File: config.mk
export PLATFORM = sky130hd
export DESIGN_NAME = itch_rx_frame_arbiter
export DESIGN_NICKNAME = d
export VERILOG_FILES = /design/src/rtl/itch_rx_frame_arbiter.sv
export SDC_FILE = /design/constraint.sdc
export NUM_CORES = 1
export LEC_CHECK = 0
export CAP_MARGIN = 20
export CORE_ASPECT_RATIO = 2
export CORE_MARGIN = 5
export CORE_UTILIZATION = 48
export CTS_CLUSTER_DIAMETER = 30
export DETAILED_ROUTE_END_ITERATION = 12
export MAX_ROUTING_LAYER = met4
export PLACE_DENSITY = 0.85
export SLEW_MARGIN = 20
export SYNTH_ARGS = -nofsm -noshare
export SYNTH_HDL_FRONTEND = slang
export SYNTH_SLANG_ARGS = --single-unit
export TNS_END_PERCENT = 10
File: constraint.sdc
create_clock -name clk -period 8.7 [get_ports clk]
set_input_delay 1.74 -clock clk [delete_from_list [all_inputs] [get_ports clk]]
set_output_delay 1.74 -clock clk [all_outputs]
set_load 0.02 [all_outputs]
File: src/rtl/itch_rx_frame_arbiter.sv
// itch_rx_frame_arbiter
// Merges two 64-bit beat streams (feed A = port 0, feed B = port 1) into one
// registered stream for the ITCH receiver. Grants round-robin per frame and
// holds the grant from SOF to EOF. Drops stray beats seen while idle and
// truncates frames longer than MAX_BEATS. Keeps per-port frame counters and
// saturating error counters.
//
// Ports:
//   clk, rst                      clock, synchronous active-high reset
//   in_data/sof/eof/len/vld_<n>   input beat streams, port n = 0/1
//   in_rdy_<n>                    beat accepted when vld && rdy (combinational)
//   out_data/sof/eof/len          registered output beat
//   out_vld, out_rdy              output handshake
//   out_trunc                     set on a forced-EOF beat
//   out_port                      source port of the output beat
//   frm_cnt_<n>                   completed frames per port, wrapping
//   stray_cnt, trunc_cnt,
//   sof_err_cnt                   saturating error counters
//
// state | meaning
// ------+-----------------------------------------------------------------
// IDLE  | waiting for SOF; arbitrates; non-SOF beats are accepted and dropped
// FWD   | forwarding the granted port's frame into the output register
// DRAIN | frame was truncated; discard the granted port's beats until EOF
module itch_rx_frame_arbiter #(
    parameter int MAX_BEATS = 192,
    parameter int ERR_W     = 16
) (
    input  logic             clk,
    input  logic             rst,
    input  logic [63:0]      in_data_0,
    input  logic             in_sof_0,
    input  logic             in_eof_0,
    input  logic [2:0]       in_len_0,
    input  logic             in_vld_0,
    output logic             in_rdy_0,
    input  logic [63:0]      in_data_1,
    input  logic             in_sof_1,
    input  logic             in_eof_1,
    input  logic [2:0]       in_len_1,
    input  logic             in_vld_1,
    output logic             in_rdy_1,
    output logic [63:0]      out_data,
    output logic             out_sof,
    output logic             out_eof,
    output logic [2:0]       out_len,
    output logic             out_vld,
    output logic             out_trunc,
    output logic             out_port,
    input  logic             out_rdy,
    output logic [31:0]      frm_cnt_0,
    output logic [31:0]      frm_cnt_1,
    output logic [ERR_W-1:0] stray_cnt,
    output logic [ERR_W-1:0] trunc_cnt,
    output logic [ERR_W-1:0] sof_err_cnt
);

    localparam int BW = $clog2(MAX_BEATS + 1);

    typedef enum logic [1:0] {S_IDLE, S_FWD, S_DRAIN} state_t;

    state_t        state, state_nx;
    logic          grant, grant_nx;
    logic          last_grant, last_grant_nx;
    logic [BW-1:0] beat_cnt, beat_cnt_nx;

    logic          can_load;
    logic          sel_vld, sel_sof, sel_eof;
    logic [63:0]   sel_data;
    logic [2:0]    sel_len;
    logic          at_max;
    logic          cand_0, cand_1;

    logic          load;
    logic          fwd_sof, fwd_eof, fwd_trunc;
    logic [2:0]    fwd_len;
    logic [1:0]    stray_inc;
    logic          sof_err_hit, trunc_hit, frm_done;

    assign can_load = !out_vld || out_rdy;
    assign sel_vld  = grant ? in_vld_1  : in_vld_0;
    assign sel_sof  = grant ? in_sof_1  : in_sof_0;
    assign sel_eof  = grant ? in_eof_1  : in_eof_0;
    assign sel_data = grant ? in_data_1 : in_data_0;
    assign sel_len  = grant ? in_len_1  : in_len_0;
    assign at_max   = (beat_cnt == BW'(MAX_BEATS - 1));
    assign cand_0   = in_vld_0 && in_sof_0;
    assign cand_1   = in_vld_1 && in_sof_1;

    function automatic logic [ERR_W-1:0] sat_add(input logic [ERR_W-1:0] c,
                                                  input logic [1:0] inc);
        logic [ERR_W:0] s;
        s = {1'b0, c} + (ERR_W + 1)'(inc);
        return s[ERR_W] ? {ERR_W{1'b1}} : s[ERR_W-1:0];
    endfunction

    always_ff @(posedge clk) begin
        if (rst) begin
            state      <= S_IDLE;
            grant      <= 1'b0;
            last_grant <= 1'b1;
            beat_cnt   <= '0;
        end else begin
            state      <= state_nx;
            grant      <= grant_nx;
            last_grant <= last_grant_nx;
            beat_cnt   <= beat_cnt_nx;
        end
    end

    always_comb begin
        state_nx      = state;
        grant_nx      = grant;
        last_grant_nx = last_grant;
        beat_cnt_nx   = beat_cnt;
        in_rdy_0      = 1'b0;
        in_rdy_1      = 1'b0;
        load          = 1'b0;
        fwd_sof       = 1'b0;
        fwd_eof       = sel_eof;
        fwd_len       = sel_len;
        fwd_trunc     = 1'b0;
        stray_inc     = 2'd0;
        sof_err_hit   = 1'b0;
        trunc_hit     = 1'b0;
        frm_done      = 1'b0;
        case (state)
            S_IDLE: begin
                // SOF beats wait out one arbitration cycle; anything else is stray.
                in_rdy_0  = in_vld_0 && !in_sof_0;
                in_rdy_1  = in_vld_1 && !in_sof_1;
                stray_inc = {1'b0, in_vld_0 && !in_sof_0} + {1'b0, in_vld_1 && !in_sof_1};
                if (cand_0 || cand_1) begin
                    grant_nx      = (cand_0 && cand_1) ? !last_grant : cand_1;
                    last_grant_nx = grant_nx;
                    beat_cnt_nx   = '0;
                    state_nx      = S_FWD;
                end
            end
            S_FWD: begin
                if (grant) in_rdy_1 = can_load;
                else       in_rdy_0 = can_load;
                if (sel_vld && can_load) begin
                    load        = 1'b1;
                    fwd_sof     = sel_sof && (beat_cnt == '0);
                    sof_err_hit = sel_sof && (beat_cnt != '0);
                    if (sel_eof) begin
                        frm_done    = 1'b1;
                        beat_cnt_nx = '0;
                        state_nx    = S_IDLE;
                    end else if (at_max) begin
                        fwd_eof   = 1'b1;
                        fwd_len   = 3'd0;
                        fwd_trunc = 1'b1;
                        trunc_hit = 1'b1;
                        state_nx  = S_DRAIN;
                    end else begin
                        beat_cnt_nx = beat_cnt + BW'(1);
                    end
                end
            end
            S_DRAIN: begin
                if (grant) in_rdy_1 = 1'b1;
                else       in_rdy_0 = 1'b1;
                if (sel_vld && sel_eof) begin
                    beat_cnt_nx = '0;
                    state_nx    = S_IDLE;
                end
            end
            default: state_nx = S_IDLE;
        endcase
    end

    always_ff @(posedge clk) begin
        if (rst) begin
            out_data    <= '0;
            out_sof     <= 1'b0;
            out_eof     <= 1'b0;
            out_len     <= '0;
            out_vld     <= 1'b0;
            out_trunc   <= 1'b0;
            out_port    <= 1'b0;
            frm_cnt_0   <= '0;
            frm_cnt_1   <= '0;
            stray_cnt   <= '0;
            trunc_cnt   <= '0;
            sof_err_cnt <= '0;
        end else begin
            if (load) begin
                out_data  <= sel_data;
                out_sof   <= fwd_sof;
                out_eof   <= fwd_eof;
                out_len   <= fwd_len;
                out_trunc <= fwd_trunc;
                out_port  <= grant;
                out_vld   <= 1'b1;
            end else if (out_rdy) begin
                out_vld <= 1'b0;
            end
            if (frm_done && !grant) frm_cnt_0 <= frm_cnt_0 + 32'd1;
            if (frm_done &&  grant) frm_cnt_1 <= frm_cnt_1 + 32'd1;
            stray_cnt   <= sat_add(stray_cnt, stray_inc);
            trunc_cnt   <= sat_add(trunc_cnt, {1'b0, trunc_hit});
            sof_err_cnt <= sat_add(sof_err_cnt, {1'b0, sof_err_hit});
        end
    end

endmodule

## After elaboration in Yosys (flattened, before gate mapping)

Cells that the tools add are included.

- Add/subtract/negate cells: 7
- $mul: 0
- Div/mod/pow operators: 0
- Order comparisons: 0
- Eq/ne operators: 8
- Shift operators: 0
- Multiplexer cells: 50
- Bitwise gates (word level): 0
- Reductions and logical operators: 26

Operator list:

| cell | number |
|---|---|
| adder 32 x 1 -> 32 bit (second input constant) | 2 |
| 2-to-1 mux 64 bit | 1 |
| 2-to-1 mux 16 bit | 3 |
| 2-to-1 mux 8 bit | 5 |
| adder 16 x 1 -> 17 bit | 2 |
| 2-to-1 mux 1 bit | 26 |
| case mux 8 bit (3 select lines) | 1 |
| adder 16 x 2 -> 17 bit | 1 |
| 2-to-1 mux 3 bit | 5 |
| 2-to-1 mux 2 bit | 6 |
| logical AND 1 bit | 11 |
| adder 8 x 1 -> 8 bit (second input constant) | 1 |
| == test 8 bit (second input constant) | 1 |
| logical NOT 8 bit | 1 |
| nonzero test 8 bit | 1 |
| inequality test 2 bit (second input constant) | 3 |
| inequality test 3 bit (second input constant) | 2 |
| case mux 1 bit (3 select lines) | 2 |
| case mux 2 bit (3 select lines) | 1 |
| logical NOT 1 bit | 5 |
| AND reduction 5 bit | 1 |
| AND reduction 4 bit | 1 |
| nonzero test 3 bit | 1 |
| adder 1 x 1 -> 2 bit | 1 |
| other kinds (6) | 7 |

- Flip-flop bits (word level): 196
- Latch bits: 0
- Bits in writable memories: 0
- Memory bits (read-only): 0
- Input port bits: 143
- Word-level logic and storage cells: 107
- Memories: 0

## Logic depth before layout (Yosys ltp)

- Word-level depth: 7
- Depth in mapped cells: 12

## Worst setup path before layout

OpenSTA, ideal clock, no wires.

- Kind: input to output
- From: input out_rdy
- To: output in_rdy_1
- Arrival: 2664 ps
- Slack: 4296 ps
- Stages: 4
- Cell sequence: nor2b_1 > nor3_2 > nor2_1 > o21ai_0

- Longest elaborated chain between the ends: 3

Ends and longest elaborated chain:

| item | line | RTL |
|---|---|---|
| start, declared | 50 | `input logic out_rdy,` |
| logical OR 1 bit | 80 | `assign can_load = !out_vld \|\| out_rdy;` |
| 2-to-1 mux 1 bit | 141 | `if (grant) in_rdy_1 = can_load;` |
| case mux 1 bit (3 select lines) | 127 | `case (state)` |
| end, declared | 42 | `output logic in_rdy_1,` |

Every way passes these cells.

## Worst setup path in the final report

Ends and elaborated chain as after synthesis.

==> impl_metrics.csv <==
group,metric,value,unit
final_layout,syn_to_final_growth,44.60,%
synthesis,ys_seq_area_frac,0.4383,
detailed_routing,drcViolationCount,0,
detailed_routing,wl,27.30,mm
synthesis,postSynthNetCount,1163,
sta,finalCritPeriodShare,0.6508,
clock_tree,cts_hold_buf,0,
worst_setup_path,required,6960,ps
hold_path,min_to,"out_sof$_SDFFE_PP0P_",
pwr,p_seq_frac,0.463,
synthesis,yosys.cell_types.count,51,
global_route,grt_max_degree,118,
flow_run,maxCapViolCount,0,
clock_tree,h-tree-depth,4,
pwr,netSwitchingPower,551.9,uW
clock_tree,cts_tree,"yes",
outcome,status,"completed",
synthesis,yosys.area.top_type,"dfxtp_1",
synthesis,avgSynthCellArea,8.881,um2
detailed_routing,wire_per_inst,17.84,um
sta,worst_slew_pin_slew,900.4,ps
sta,rsz0062_at_grt,"no",
final_layout,diodes,0,
clock_tree,cts_root_buffer,"clkbuf_16",
die,start_util,0.4891,
die,die_area,21650,um2
detailed_routing,dr.pass1.iters,5,
pwr,power_density,157.6,nW/um2
clock_tree,clk_latency,430,ps
synthesis,ys_async_sr_fraction,0,
worst_setup_path,worstPathMaxFanout,8,
hold_path,whs_path_depth,2,
die,die_w,106.6,um
pwr,p_leak,4.317,nW
die,ioPinCount,329,
global_route,antenna_found_initial,0,
synthesis,synth_top_area_frac,0.4383,
detailed_routing,drtIter0Drc,393,
sta,min_period,5662,ps
final_layout,final_area,12940,um2
hold_path,hold_class,"reg2reg",
pwr,combPwrFrac,0.141,
clock_tree,cts-buffers-inserted,17,
hold_path,hold_start,"out_sof$_SDFFE_PP0P_",
sta,maxClockFrequency,0.1766,GHz
sta,final.setup.tns,0,ps
global_route,grt_usage,0.2492,
pwr,ir_drop,0.1089,mV
clock_tree,cts_setup_buffers,0,
worst_setup_path,r2r_slack,5080,ps
synthesis,synth_edf_count,0,
clock_tree,path_clk_slew,70,ps
final_layout,n_fill_cell,1399,
synthesis,ys_warn_count,0,
clock_tree,clockBufferDepth,2,
sta,hold_viol,0,
final_layout,drive_gt1_frac,0.04262,
die,coreArea,18310,um2
sta,relSlewSlack,0.3998,
worst_setup_path,reg2reg_depth,8,
detailed_routing,ant_nets,0,
worst_setup_path,crit_path_end_kind,"output pin",
pwr,p_int,1.488,mW
die,die_h,203.1,um
die,rows,70,
pwr,p_sw_frac,0.2705,
synthesis,netlist_area,8952,um2
synthesis,synthTopCellsByArea,"dfxtp_1 44%, mux2i_1 8.3%, nor2_1 5.6%, a211oi_1 5.5%, a21oi_1 4.6%",
worst_setup_path,rr_startpoint,"grant$_SDFFE_PP0P_",
final_layout,layout_commonest_cell,"clkdlybuf4s50_1",
global_route,grt.overflow.total,0,
sta,slew_violations,0,
clock_tree,cts-resized-gates,0,
place,post_dp_cell_area,12320,um2
worst_setup_path,reg2reg_to,"sof_err_cnt[8]$_SDFF_PP0_",
detailed_routing,drt-vias-per-instance,5.654,
final_layout,layout.nets,1456,
final_layout,final_cell_mix,"327 x clkdlybuf4s50_1, 195 x dfxtp_1, 133 x nor2_1, 82 x a21oi_1, 74 x mux2i_1",
synthesis,syn_inst,1008,
synthesis,synthFlopType,"dfxtp_1",
sta,finalSetupViolations,0,
global_route,grt_pass1_vias,8336,
place,numPortBuffers,328,
worst_setup_path,critPathLaunchType,"primary input",
synthesis,synth-seq-cells,196,
sta,skew,16.42,ps
global_route,grt_pass1_wl,41.92,mm
worst_setup_path,worst-setup-path-type,"in2out",
worst_setup_path,cp.arrival,3920,ps
pwr,clockPowerShare,0.396,
place,gp_congestion,0.9206,
sta,fin_hold_ws,461.2,ps
clock_tree,cts.sinks,196,
pwr,finalPower,2.040,mW
place,place_hpwl,21.21,mm
detailed_routing,num_vias,8650,
final_layout,final_util,0.7072,
[worst max-delay path by stage]
stage	startpoint	to
global placement	out_rdy	in_rdy_1
CTS	out_rdy	in_rdy_1
finish	out_rdy	in_rdy_1
detailed placement	out_rdy	in_rdy_1
floorplan	out_rdy	in_rdy_1
global route	out_rdy	in_rdy_1
[cell type report]
| type | count | area [um2] | area share |
|---|---|---|---|
| Tap cell | 216 | 270.3 | 0.02088 |
| Timing Repair Buffer | 331 | 3307 | 0.2555 |
| Clock inverter | 15 | 195.2 | 0.01508 |
| Clock buffer | 17 | 425.4 | 0.03286 |
| Inverter | 24 | 90.09 | 0.006959 |
| Sequential cell | 196 | 3928 | 0.3034 |
| Multi-Input combinational cell | 731 | 4730 | 0.3654 |
[cell usage after synthesis, types with 15 or more instances]
| master | count |
|---|---|
| or3_1 | 20 |
| nand2_1 | 42 |
| mux2i_1 | 74 |
| a211oi_1 | 65 |
| nand4_1 | 40 |
| xnor2_1 | 29 |
| o21ai_0 | 21 |
| inv_1 | 23 |
| a21oi_1 | 82 |
| nand3_1 | 40 |
| nor3_1 | 15 |
| xor2_1 | 39 |
| nor2_1 | 133 |
| dfxtp_1 | 196 |
| and3_1 | 15 |
| clkbuf_1 | 43 |
[kinds of logic (layout without fill, tap and decap cells)]
| group | Yosys count | after routing | share of synthesized area |
|---|---|---|---|
| XOR/XNOR | 68 | 68 | 0.06653 |
| AND/OR/NAND/NOR | 370 | 370 | 0.2101 |
| adder cells (fa/ha/maj) | 12 | 12 | 0.01761 |
| flip-flops | 196 | 196 | 0.4383 |
| AO/OA/AOI/OAI | 202 | 202 | 0.1431 |
| buffers and inverters | 81 | 387 | 0.03536 |
| multiplexers | 79 | 79 | 0.08903 |
[stage by stage]
step | instances | setup WS (ps)
final | 1530 | 3038
after floorplan | 1008 | 4296
after detailed placement | 1498 | 3108
after CTS | 1530 | 3108
after global placement | 1498 | 3118
after global routing | 1530 | 2994
[state kept, by name, indices dropped and copies added (netlist names), 2 cells and up]
name	cells
out_data	64
frm_cnt_0	32
frm_cnt_1	32
sof_err_cnt	16
stray_cnt	16
trunc_cnt	16
beat_cnt	8
out_len	3
state	2
[layer usage]
layer	share of wire	track usage	vias up
met1	0.36	0.2508	4025
met4	0.035	0.1056	0
li1	-	-	4223
met3	0.068	0.05195	60
met2	0.53	0.4585	342
met5	0	-	-
[critical path, stage by stage]
cell	delay, ps
clkdlybuf4s50_1	470
nor2b_1	80
nor3_2	420
nor2_1	160
o21ai_0	330
clkdlybuf4s50_1	700
[power by group through the flow]
stage          Combinational, mW  Clock [mW]  Sequential (mW)
2_1_floorplan              0.111           0            0.992
5_1_grt                    0.308       0.858            0.949
3_3_place_gp               0.285           0            0.965
4_1_cts                    0.289       0.822            0.945
3_5_place_dp               0.288           0            0.967
6_report                   0.287       0.808            0.945
Power figures use the tool's default switching activity.
==> RTL change 1: new RTL, same flow settings <==
Register the output `frm_cnt_1` once more, with the module's reset; this adds one clock of latency there. The other outputs are not delayed to match.
--- a/src/rtl/itch_rx_frame_arbiter.sv
+++ b/src/rtl/itch_rx_frame_arbiter.sv
@@ -59,6 +59,8 @@
 
     typedef enum logic [1:0] {S_IDLE, S_FWD, S_DRAIN} state_t;
 
+    logic [31:0] frm_cnt_1_s0;
+
     state_t        state, state_nx;
     logic          grant, grant_nx;
     logic          last_grant, last_grant_nx;
@@ -181,7 +183,7 @@
             out_trunc   <= 1'b0;
             out_port    <= 1'b0;
             frm_cnt_0   <= '0;
-            frm_cnt_1   <= '0;
+            frm_cnt_1_s0 <= '0;
             stray_cnt   <= '0;
             trunc_cnt   <= '0;
             sof_err_cnt <= '0;
@@ -198,12 +200,20 @@
                 out_vld <= 1'b0;
             end
             if (frm_done && !grant) frm_cnt_0 <= frm_cnt_0 + 32'd1;
-            if (frm_done &&  grant) frm_cnt_1 <= frm_cnt_1 + 32'd1;
+            if (frm_done &&  grant) frm_cnt_1_s0 <= frm_cnt_1_s0 + 32'd1;
             stray_cnt   <= sat_add(stray_cnt, stray_inc);
             trunc_cnt   <= sat_add(trunc_cnt, {1'b0, trunc_hit});
             sof_err_cnt <= sat_add(sof_err_cnt, {1'b0, sof_err_hit});
         end
     end
 
+    always_ff @(posedge clk) begin
+        if (rst) begin
+            frm_cnt_1 <= '0;
+        end else begin
+            frm_cnt_1 <= frm_cnt_1_s0;
+        end
+    end
+
 endmodule
 
Check against the original RTL: not equivalent (Yosys sat finds a counterexample within 4 cycles, from zero or initial values and one cycle with rst high).
==> RTL change 1 against the unedited design <==
  * Global-route usage is 0.76 points lower
  * Synthesized area rose by 9.2%
  * Setup slack lost 0.12 ns
  * Critical path type unchanged
  * Sequential cell count increased by 32
  * Non-clock buffer count is 3 higher
  * Cell area grew 11%
  * Wire length up 7.0%
  * Total power is 34% higher
  * Highest routed layer unchanged
  * Combinational power is 2% higher
  * Clock skew rose by 0.0068 ns
  * Utilization is essentially flat
==> RTL change 1: results (changes against the unedited design) <==
Static leakage -> 5.04 nW (was 4.32 nW)
Placed Instance Area -> 13200 um2 (was 12300 um2)
Number of global-route vias before repair -> 9069 (was 8336)
Worst EP arrival -> 4.04 ns (was 3.92 ns)
Flop2flop setup slack -> 5.18 ns (was 5.08 ns)
Layout cells sized above 1 -> 6.48% (was 4.26%)
Maximum vdd drop -> 0.000149 V (was 0.000109 V)
Crit path time final -> 5.78 ns (was 5.66 ns)
Final WL -> 29.2 mm (was 27.3 mm)
Reg clk slew, reported paths -> 0.05 ns (was 0.07 ns)
Syn_nets -> 1226 (was 1163)
Placed Instances -> 1608 (was 1498)
Synth Area in XOR/XNOR -> 5.82% (was 6.65%)
NumNets Final -> 1533 (was 1456)
Synth cell count leaders -> dfxtp_1 (228), nor2_1 (151), a21oi_1 (73) (was dfxtp_1 (196), nor2_1 (133), a21oi_1 (82))
Bufs on Longest Clock Path -> 3 (was 2)
Slew HR -> 29.4% (was 40.0%)
Clk Latency, worst-skew pair -> 0.49 ns (was 0.43 ns)
H-tree levels -> 2 (was 4)
Cell variety after synth -> 53 (was 51)
Status -> finished clean (unchanged)
Vias per cell -> 5.48 (was 5.65)
Worst Min Path Start -> out_len[1]$_SDFFE_PP0P_ (was out_sof$_SDFFE_PP0P_)
Pre-CTS WS -> 2.94 ns (was 3.11 ns)
Placer Congestion -> 0.873 (was 0.921)
First-pass GRT wire length -> 44.9 mm (was 41.9 mm)
Dominant cells by area after synthesis -> dfxtp_1 (47%), mux2i_1 (7.1%), nor2_1 (5.8%) (was dfxtp_1 (44%), mux2i_1 (8.3%), nor2_1 (5.6%))
Multiplexer area fraction after synthesis -> 8.56% (was 8.90%)
R2R depth -> 9 (was 8)
Final Util -> 70.7% (about the same)
Fill count -> 1508 (was 1399)
Routed length per instance -> 17.5 um (was 17.8 um)
Gr usage total -> 24.2% (was 24.9%)
Dpl hpwl -> 22.2 mm (was 21.2 mm)
==> RTL change 1: changes by cell type in the layout (fill, tap and decap cells not counted), sizes merged, moves of 6 or more <==
cell | unedited run | this run
or3 | 20 | 12
nand2 | 42 | 48
clkbuf | 17 | 41
a21oi | 82 | 73
dfxtp | 196 | 228
xnor2 | 29 | 19
xor2 | 39 | 46
nor2b | 8 | 32
nor4 | 13 | 6
or4 | 12 | 6
nor2 | 134 | 151
o31ai | 12 | 4
mux2 | 5 | 13
==> RTL change 1: worst max-delay path, cell delays in order <==
cell and delay (ns):
clkdlybuf4s50_1 0.40, nor2b_1 0.75, o21ai_0 0.32, a22o_1 0.25
clkdlybuf4s50_1 0.58
==> RTL change 1: area by class of cell <==
type / count / area share, %
diodes: 1 / 0.0175
inverters: 21 / 0.550
clock buffers: 41 / 6.70
clock inverters: 21 / 1.27
multi-input cells: 759 / 34.0
repair buffers: 334 / 23.2
well taps: 266 / 2.32
flip-flops and latches: 228 / 31.9
==> RTL change 1: cells by family after synthesis <==
logic type / Yosys count
adder cells (fa/ha/maj): 12
multiplexers: 82
flip-flops: 228
AO/OA/AOI/OAI: 185
buffers and inverters: 84
AND/OR/NAND/NOR: 415
XOR/XNOR: 65
==> RTL change 1: routing by layer <==
layer | GRT usage, % | routed length [um] | share of wire [%] | up-vias
li1 | - | - | - | 4436
met2 | 46.5 | 16100 | 55 | 376
met3 | 4.23 | 1880 | 6.4 | 69
met1 | 23.5 | 10200 | 35 | 4269
met5 | - | 0 | 0 | -
met4 | 10.2 | 982 | 3.4 | 0
==> RTL change 1: power by group through the flow <==
stage	Sequential, mW	Clock, mW	Combinational [mW]
floorplan	1.14	0	0.115
global placement	1.11	0	0.288
detailed placement	1.11	0	0.293
CTS	1.09	1.37	0.295
global route	1.09	1.42	0.314
finish	1.09	1.35	0.293
==> RTL change 2: new RTL, same settings <==
Without the edit above. `MAX_BEATS`: 192 -> 288.
--- a/src/rtl/itch_rx_frame_arbiter.sv
+++ b/src/rtl/itch_rx_frame_arbiter.sv
@@ -23,7 +23,7 @@
 // FWD   | forwarding the granted port's frame into the output register
 // DRAIN | frame was truncated; discard the granted port's beats until EOF
 module itch_rx_frame_arbiter #(
-    parameter int MAX_BEATS = 192,
+    parameter int MAX_BEATS = 288,
     parameter int ERR_W     = 16
 ) (
     input  logic             clk,
Behaviour: same outputs for any inputs over 4 cycles, from zero or initial values and one cycle with rst high; that may be too few to reach the edited logic, so the function may still have changed.
==> RTL change 2 against the unedited design <==
  * Cell area is 0.96% higher
  * Setup slack improved by 0.30 ns
  * Critical path type unchanged
  * Count of clock-buffer cells in the layout increased by 3
  * Sequential cell count rose by 1
  * Synthesized area grew 1.4%
  * Total power down 0.14%
  * Wire length up 1.8%
==> RTL change 2: results (changes against the unedited design) <==
Status -> finished clean (unchanged)
Bufs on Longest Clock Path -> 2 (unchanged)
Cell variety after synth -> 58 (was 51)
Pre-CTS WS -> 3.33 ns (was 3.11 ns)
R2R depth -> 10 (was 8)
Final WL -> 27.8 mm (was 27.3 mm)
Placer Congestion -> 0.881 (was 0.921)
CTS resizes -> 0 (unchanged)
Number of global-route vias before repair -> 8668 (was 8336)
Clk Latency, worst-skew pair -> 0.43 ns (about the same)
Reg2reg start -> state[0]$_SDFFE_PP0P_ (was grant$_SDFFE_PP0P_)
Static leakage -> 4.33 nW (was 4.32 nW)
Syn_nets -> 1195 (was 1163)
Dpl hpwl -> 21.1 mm (was 21.2 mm)
Worst EP arrival -> 3.62 ns (was 3.92 ns)
Initial antenna violation count -> 2 (was 0)
HP Class -> reg -> reg (unchanged)
CP max FO -> 5 (was 8)
DR vias -> 8817 (was 8650)
Worst Min Path Start -> out_len[2]$_SDFFE_PP0P_ (was out_sof$_SDFFE_PP0P_)
Max Slew Vio Count -> 0 (unchanged)
Flop2flop setup slack -> 5.05 ns (was 5.08 ns)
Layout cells sized above 1 -> 4.11% (was 4.26%)
CTS root buf -> clkbuf_16 (unchanged)
Hold path endpoint -> out_len[2]$_SDFFE_PP0P_ (was out_sof$_SDFFE_PP0P_)
Worst r2r dst -> stray_cnt[13]$_SDFF_PP0_ (was sof_err_cnt[8]$_SDFF_PP0_)
Fill count -> 1427 (was 1399)
Sequential fraction of the synthesis area -> 43.5% (was 43.8%)
Placed Instance Area -> 12500 um2 (was 12300 um2)
DR pass1 iterations -> 4 (was 5)
Worst Skew -> 0.00912 ns (was 0.0164 ns)
NumNets Final -> 1482 (was 1456)
First-pass GRT wire length -> 42.6 mm (was 41.9 mm)
Crit path time final -> 5.36 ns (was 5.66 ns)
Dominant cells by area after synthesis -> dfxtp_1 (43%), mux2i_1 (7.7%), nor2_1 (6.0%) (was dfxtp_1 (44%), mux2i_1 (8.3%), nor2_1 (5.6%))
Synth Warn # -> 0 (unchanged)
CTS buffer count -> 17 (unchanged)
Gr usage total -> 25.0% (was 24.9%)
Post-CTS Setup Bufs -> 0 (unchanged)
Regs by FF count -> out_data (64), frm_cnt_0 (32), frm_cnt_1 (32) (unchanged)
Adder-cell share of the synthesized area -> 1.74% (was 1.76%)
Synth cell count leaders -> dfxtp_1 (197), nor2_1 (144), mux2i_1 (70) (was dfxtp_1 (196), nor2_1 (133), a21oi_1 (82))
Slew HR -> 32.6% (was 40.0%)
Post-synthesis compound-gate area fraction -> 13.7% (was 14.3%)
Maximum vdd drop -> 0.000115 V (was 0.000109 V)
DRT iter0 DRCs -> 301 (was 393)
Synth Area in XOR/XNOR -> 6.47% (was 6.65%)
Multiplexer area fraction after synthesis -> 8.49% (was 8.90%)
Net Sw Power -> 501 uW (was 552 uW)
Final Util -> 69.7% (was 70.7%)
Largest net degree at the start of global routing -> 101 (was 118)
Min-Delay Path Depth -> 2 (unchanged)
-- RTL change 2: kinds of logic after synthesis --
family          count (synthesis)
compound gates                193
xor+xnor                       67
mux                            76
fa+ha+maj                      12
flops                         197
simple gates                  407
buf+inv                        88
-- RTL change 2: routing by layer --
| layer | vias up | GRT usage, % | share of wire (%) |
|---|---|---|---|
| met5 | - | - | 0 |
| met4 | 0 | 13.9 | 4.8 |
| met3 | 86 | 5.56 | 6.2 |
| met2 | 310 | 46.1 | 55 |
| met1 | 4120 | 23.4 | 34 |
| li1 | 4301 | - | - |
-- RTL change 2: layout make-up --
class / count / area share, %
Sequential cell: 197 / 30.2
Antenna cell: 2 / 0.0383
Clock buffer: 20 / 3.42
Tap cell: 255 / 2.44
Timing Repair Buffer: 332 / 25.4
Clock inverter: 11 / 1.17
Inverter: 24 / 0.689
Multi-Input combinational cell: 755 / 36.7
-- RTL change 2: critical path: stages --
cell and delay [ns]:
clkdlybuf4s50_1 0.42, nor2b_1 0.50, nor2_1 0.08, a21oi_1 0.20
o21ai_0 0.13, clkdlybuf4s50_1 0.55
-- RTL change 2: stage by stage --
stage	cells	hold slack, ns
after floorplan	1040	0.465
after global placement	1563	0.454
after detailed placement	1563	0.457
after CTS	1594	0.466
after global routing	1596	0.488
final	1596	0.466
-- RTL change 2: worst max-delay path by stage --
stage,from,end,cells past startpoint
5_1_grt,out_rdy,in_rdy_1,6
3_5_place_dp,in_vld_1,stray_cnt[13]$_SDFF_PP0_,12
6_report,out_rdy,in_rdy_1,6
4_1_cts,out_rdy,in_rdy_1,6
3_3_place_gp,out_rdy,in_rdy_1,6
2_1_floorplan,out_rdy,in_rdy_1,5
-- RTL change 2: power by group through the flow --
stage	logic [mW]	registers, mW	clock network (mW)
after global placement	0.285	0.966	0
after floorplan	0.113	0.994	0
final	0.288	0.947	0.802
after detailed placement	0.289	0.968	0
after CTS	0.290	0.947	0.818
after global routing	0.309	0.950	0.857
